$ cat src/rtl/sram_mem_ctrl_pkg.sv
// Shared constants and state encoding for the 32-bit-to-16-bit SRAM memory controller.
package sram_mem_ctrl_pkg;
  localparam int WORD_WIDTH      = 32;
  localparam int SRAM_DATA_WIDTH = 16;
  localparam int SRAM_ADDR_WIDTH = 18;
  localparam int DATA_MEM_BASE   = 1024;
  localparam int WAIT_CNT_WIDTH  = 4;

  typedef enum logic [1:0] {
    ST_IDLE = 2'd0,
    ST_LOW  = 2'd1,
    ST_HIGH = 2'd2,
    ST_DONE = 2'd3
  } ctrl_state_t;
endpackage

$ cat src/rtl/sram_wait_counter.sv
// Down-counter timing each SRAM half-access: load on phase entry, decrement, flag zero.
module sram_wait_counter #(
  parameter int WIDTH = 4
) (
  input  logic             clk,
  input  logic             rst,
  input  logic             load,
  input  logic [WIDTH-1:0] load_val,
  input  logic             dec,
  output logic             zero
);
  logic [WIDTH-1:0] count_reg;

  always_ff @(posedge clk or negedge rst) begin
    if (!rst) begin
      count_reg <= '0;
    end else if (load) begin
      count_reg <= load_val;
    end else if (dec && (count_reg != '0)) begin
      count_reg <= count_reg - 1'b1;
    end
  end

  assign zero = (count_reg == '0);
endmodule

$ cat src/rtl/sram_mem_ctrl.sv
// Splits each 32-bit load/store into two timed 16-bit SRAM accesses (low half, then high half).
module sram_mem_ctrl
  import sram_mem_ctrl_pkg::*;
#(
  parameter int SRAM_WAIT = 2,
  parameter int BASE_ADDR = DATA_MEM_BASE
) (
  input  logic        clk,
  input  logic        rst,
  input  logic        rd_en,
  input  logic        wr_en,
  input  logic [31:0] addr,
  input  logic [31:0] wdata,
  output logic [31:0] rdata,
  output logic        ready,
  output logic [17:0] sram_addr,
  output logic [15:0] sram_dq_out,
  output logic        sram_dq_oe,
  input  logic [15:0] sram_dq_in,
  output logic        sram_we_n
);
  localparam logic [WAIT_CNT_WIDTH-1:0] WAIT_LOAD = WAIT_CNT_WIDTH'(SRAM_WAIT - 1);

  ctrl_state_t state_reg, state_next;
  logic [16:0] word_reg;
  logic [31:0] wdata_reg;
  logic        write_reg;
  logic [15:0] low_half_reg;
  logic [31:0] rdata_reg;

  logic        req;
  logic        latch_req;
  logic        cnt_load;
  logic        cnt_dec;
  logic        cnt_zero;
  logic [31:0] addr_off;
  logic        addr_unused;

  assign req         = rd_en | wr_en;
  assign addr_off    = addr - 32'(BASE_ADDR);
  // Byte lane and bits beyond the 17-bit word index are deliberately dropped.
  assign addr_unused = ^{addr_off[31:19], addr_off[1:0]};
  assign rdata       = rdata_reg;

  sram_wait_counter #(
    .WIDTH(WAIT_CNT_WIDTH)
  ) u_wait_counter (
    .clk     (clk),
    .rst     (rst),
    .load    (cnt_load),
    .load_val(WAIT_LOAD),
    .dec     (cnt_dec),
    .zero    (cnt_zero)
  );

  always_ff @(posedge clk or negedge rst) begin
    if (!rst) begin
      state_reg <= ST_IDLE;
    end else begin
      state_reg <= state_next;
    end
  end

  always_comb begin
    state_next = state_reg;
    latch_req  = 1'b0;
    cnt_load   = 1'b0;
    cnt_dec    = 1'b0;
    ready      = 1'b0;
    case (state_reg)
      ST_IDLE: begin
        ready = !req;
        if (req) begin
          latch_req  = 1'b1;
          cnt_load   = 1'b1;
          state_next = ST_LOW;
        end
      end
      ST_LOW: begin
        if (cnt_zero) begin
          cnt_load   = 1'b1;
          state_next = ST_HIGH;
        end else begin
          cnt_dec = 1'b1;
        end
      end
      ST_HIGH: begin
        if (cnt_zero) begin
          state_next = ST_DONE;
        end else begin
          cnt_dec = 1'b1;
        end
      end
      ST_DONE: begin
        ready      = 1'b1;
        state_next = ST_IDLE;
      end
      default: state_next = ST_IDLE;
    endcase
  end

  // SRAM pins are decoded from state so reset silences the bus without a clock edge.
  always_comb begin
    sram_addr   = '0;
    sram_dq_out = '0;
    sram_dq_oe  = 1'b0;
    sram_we_n   = 1'b1;
    if (state_reg == ST_LOW) begin
      sram_addr   = {word_reg, 1'b0};
      sram_dq_out = write_reg ? wdata_reg[15:0] : 16'h0000;
      sram_dq_oe  = write_reg;
      sram_we_n   = !write_reg;
    end else if (state_reg == ST_HIGH) begin
      sram_addr   = {word_reg, 1'b1};
      sram_dq_out = write_reg ? wdata_reg[31:16] : 16'h0000;
      sram_dq_oe  = write_reg;
      sram_we_n   = !write_reg;
    end
  end

  always_ff @(posedge clk or negedge rst) begin
    if (!rst) begin
      word_reg     <= '0;
      wdata_reg    <= '0;
      write_reg    <= 1'b0;
      low_half_reg <= '0;
      rdata_reg    <= '0;
    end else begin
      if (latch_req) begin
        word_reg  <= addr_off[18:2];
        wdata_reg <= wdata;
        write_reg <= wr_en;
      end
      // Low half is staged so rdata only changes once the whole word is in.
      if ((state_reg == ST_LOW) && cnt_zero && !write_reg) begin
        low_half_reg <= sram_dq_in;
      end
      if ((state_reg == ST_HIGH) && cnt_zero && !write_reg) begin
        rdata_reg <= {sram_dq_in, low_half_reg};
      end
    end
  end
endmodule
$ cat config.mk
export PLATFORM = sky130hd
export DESIGN_NAME = sram_mem_ctrl
export DESIGN_NICKNAME = d
export VERILOG_FILES = /design/src/rtl/sram_mem_ctrl_pkg.sv /design/src/rtl/sram_wait_counter.sv /design/src/rtl/sram_mem_ctrl.sv
export SDC_FILE = /design/constraint.sdc
export NUM_CORES = 1
export LEC_CHECK = 0
export ABC_CLOCK_PERIOD_IN_PS = 4700
export CORE_MARGIN = 2
export CORE_UTILIZATION = 49
export CTS_CLUSTER_DIAMETER = 200
export DETAILED_ROUTE_END_ITERATION = 8
export PLACE_DENSITY = 0.95
export SLEW_MARGIN = 10
export SYNTH_ARGS = -nofsm -noshare
export SYNTH_HDL_FRONTEND = slang
export SYNTH_SLANG_ARGS = --single-unit
$ cat constraint.sdc
create_clock -name clk -period 4.7 [get_ports clk]
set_clock_uncertainty 0.1 [all_clocks]
set_input_delay 1.175 -clock clk [delete_from_list [all_inputs] [get_ports clk]]
set_output_delay 1.175 -clock clk [all_outputs]
set_load 0.01 [all_outputs]
# Word-level counts from Yosys, hierarchy flattened

Cells that the tools add are included.

Add/subtract/negate cells: 2
Eq/ne operators: 6
Multiplexer cells: 23
Bitwise gates (word level): 1
Reduce and logical (&&, ||, !) cells: 13

Operators with widths:

| kind                   | count |
|---|---|
| $mux 16                | 4 |
| $mux 18                | 2 |
| $sub 19x11->19 const B | 1 |
| $mux 1                 | 9 |
| $mux 4                 | 2 |
| $pmux 2 s4             | 1 |
| $mux 2                 | 3 |
| $ne 2x2->1 const B     | 3 |
| $logic_and 1x1->1      | 5 |
| $eq 2x2->1 const B     | 2 |
| $logic_not 4->1        | 1 |
| $pmux 1 s2             | 2 |
| $reduce_bool 4->1      | 1 |
| $sub 4x1->4 const B    | 1 |
| $reduce_and 3->1       | 1 |
| $eq 2x1->1 const B     | 1 |
| $logic_not 1->1        | 2 |
| $logic_not 2->1        | 1 |
| $reduce_bool 2->1      | 1 |
| $reduce_or 2->1        | 1 |
| $or 1x1->1             | 1 |

Flip-flop bits (word level): 104
Input port bits: 84
Output and inout bits: 69
Word-level logic and storage cells: 52

# Logic depth before layout (Yosys ltp)

Word-level depth: 6
Mapped depth: 7
Depth with buffers taken out: 5

# By module

A second synthesis with hierarchy kept.

Cells, all modules: 414
Area total of the unflattened synthesis: 4,501.8 um2

Modules (own cells, without submodules):

| module            | times used | cells an instance | area an instance (um2) | seq. area each (um2) |
|---|---|---|---|---|
| sram_mem_ctrl     | 1          | 387               | 4,231.6                | 2,502.4 |
| sram_wait_counter | 1          | 27                | 270.3                  | 100.1 |

# Least setup slack after synthesis

Ideal clock, no wire load.

Path kind: input to output
Start point: in wr_en
End point: out ready
Arrival time: 1.650 ns
Required time: 3.425 ns
Setup slack: 1.775 ns
Stages: 3
Buffers on the path: 0
Cells stage by stage: nor3b_1 > nor2_1 > nor2_1

Cells in the longest elaborated chain, start to end: 3

Ends and longest elaborated chain:

| item            | line                | text |
|---|---|---|
| start, declared | sram_mem_ctrl.sv:11 | `input logic wr_en,` |
| $or 1x1->1      | sram_mem_ctrl.sv:39 | `assign req = rd_en \| wr_en;` |
| $logic_not 1->1 | sram_mem_ctrl.sv:72 | `ready = !req;` |
| $pmux 1 s2      | sram_mem_ctrl.sv:70 | `case (state_reg)` |
| end, declared   | sram_mem_ctrl.sv:15 | `output logic ready,` |

Every way passes these cells.

# Worst setup path after layout

Same ends and word-level chain as after synthesis.

==> flow_summary_export.csv <==
group,metric,value,unit
outcome,outcome,"completed",
detailed_routing,post_drt_wl_per_cell,15.6,um
global_routing,grt_pass1_wl,16.6,mm
critical_path,required,3.42,ns
logic_synthesis,synth_top_area_share,58.0,%
logic_synthesis,netlist_instances,410,
sta,clock.fmax,0.247,GHz
critical_path,crit_arrival,2.78,ns
critical_path,path_max_fanout,4,
logic_synthesis,synthesis.nets,502,
logic_synthesis,synth_edf_count,0,
final_layout,diodes,0,
sta,rsz0062_at_grt,"false",
min_path,min_path_type,"register to register",
global_routing,gr-usage-all-layers,20.9,%
flow_run,cap_violations,0,
detailed_routing,vias,3421,
logic_synthesis,synthFlopType,"dfrtp_1",
logic_synthesis,synth_area_leaders,"dfrtp_1 58%, mux2_2 12%, nand2_1 11%",
detailed_routing,routed_wirelength,10.3,mm
clocking,cts_root_buffer,"clkbuf_8",
sta,min_period_over_period,86.2,%
placement,dp.final_hpwl,7.50,mm
detailed_routing,via_per_inst,5.21,
pwr,p_leak,0.00276,uW
die,die_h,99.7,um
logic_synthesis,yosysMostFrequentCell,"nand2_1",
detailed_routing,ant_nets,0,
clocking,cts_hold_buffers,0,
die,fp-row-count,34,
clocking,cts_made_buffers,9,
clocking,clock_latency,0.35,ns
final_layout,nets,636,
critical_path,critPathKind,"input port to output port",
pwr,p_per_area,647,nW/um2
final_layout,drive_above_1_share,14.0,%
global_routing,grt_overflow,0,
placement,gp_congestion,0.738,
sta,hold_violations,0,
logic_synthesis,synth_top_cells_by_count,"131 x nand2_1, 104 x dfrtp_1, 48 x mux2_2, 18 x nor2b_1, 16 x a22o_1",
sta,period_needed,4.05,ns
critical_path,rr_endpoint,"word_reg[14]$_DFFE_PN0P_",
clocking,htreeDepth,3,
die,io_pins,153,
logic_synthesis,ys_types,35,
die,fp.dieW,99.7,um
logic_synthesis,synth-async-reset-ratio,100,%
die,initial_utilization,51.0,%
logic_synthesis,yosys_warnings,0,
detailed_routing,drcViolationCount,0,
min_path,whs_path_depth,2,
placement,io_buffer_count,137,
sta,setup_viol,0,
global_routing,grt_pass1_vias,3587,
sta,slew_headroom,34.7,%
clocking,cts.sinks,104,
sta,layout_setup_ws,0.649,ns
pwr,peakVddDrop,0.000250,V
clocking,cts_tree,"yes",
clocking,clk_pin_slew,0.09,ns
global_routing,antenna_found_initial,0,
logic_synthesis,synth_seq_cells,104,
critical_path,worst_setup_path_end_kind,"output port",
clocking,ctsLongestPathBuffers,2,
clocking,cts_setup_buffers,0,
clocking,cts_resized,0,
logic_synthesis,synth.avg_cell_area,10.9,um2
placement,place_ws,0.636,ns
sta,worst_slew_pin_slew,0.979,ns
min_path,hp-start,"word_reg[0]$_DFFE_PN0P_",
critical_path,start_kind,"input port",
die,coreArea,8810,um2
global_routing,grt_max_degree,80,
detailed_routing,drtIter0Drc,104,
final_layout,fin_util,69.9,%
sta,fin_tns_setup,0,ns
logic_synthesis,yosysSeqAreaShare,58.0,%
critical_path,reg2regPathDepth,4,
logic_synthesis,syn_area,4490,um2
final_layout,area_growth_syn_to_layout,37.2,%
logic_synthesis,synth.largest_area_cell,"dfrtp_1",
critical_path,rrSetupSlack,2.61,ns
critical_path,r2r-start,"state_reg[0]$_DFFE_PN0P_",
die,die_area,9940,um2
detailed_routing,dr.pass1.iters,4,
sta,slew_viol_final,0,
min_path,hold_path_end,"word_reg[0]$_DFFE_PN0P_",
[per-layer routing]
layer	vias to the layer above	wire length (um)	track usage [%]
met5	-	0	0
met4	0	204	7.69
met3	18	530	3.79
met2	124	5170	36.3
met1	1645	4360	26.3
li1	1634	-	-
[stage by stage]
stage	hold slack [ns]	std cells	cell area, um2	total power (uW)
2_1_floorplan	0.338	410	4490	2560
3_3_place_gp	0.354	641	5960	3360
3_5_place_dp	0.359	641	5960	3490
4_1_cts	0.383	657	6160	4020
5_1_grt	0.408	657	6160	4260
6_report	0.379	657	6160	3980
[worst max path at each step]
stage,from,to,slack [ns],cells after the start
6_report,wr_en,ready,0.65,5
5_1_grt,wr_en,ready,0.49,5
4_1_cts,wr_en,ready,0.63,5
3_5_place_dp,wr_en,ready,0.64,5
3_3_place_gp,wr_en,ready,0.68,5
2_1_floorplan,wr_en,ready,1.78,3
[logic make-up after synthesis]
family | after synthesis | share of synthesized area (%)
compound gates | 40 | 6.47
fa+ha+maj | 8 | 2.23
xor+xnor | 2 | 0.390
mux | 50 | 12.5
simple gates | 179 | 18.0
buf+inv | 27 | 2.37
flops | 104 | 58.0
[cell usage in the layout (no fill, tap or decap), types with 8 or more instances in the layout]
| cell type | count |
|---|---|
| nand2_1 | 131 |
| clkdlybuf4s50_1 | 136 |
| clkbuf_8 | 9 |
| ha_1 | 8 |
| dfrtp_1 | 104 |
| inv_1 | 8 |
| mux2_2 | 48 |
| nor2_1 | 11 |
| a22o_1 | 16 |
| nor2b_1 | 18 |
[power by group]
group	internal, uW	switching (uW)
Clock	209	319
Sequential	1340	249
Combinational	1010	857
Total	2560	1420
[layout make-up]
cell class                      count  area (um2)
Sequential cell                   104        2600
Clock inverter                      7        68.8
Multi-Input combinational cell    279        1790
Clock buffer                        9         124
Inverter                            8        30.0
Tap cell                          108         135
Fill cell                         630        2650
Timing Repair Buffer              142        1410
[critical path, cell delays in order]
cell	delay (ns)
clkdlybuf4s50_1	0.51
nor3b_1	0.37
nor2_1	0.07
nor2_1	0.11
clkdlybuf4s50_1	0.54
Note: power is estimated with default switching activity, not from simulation.
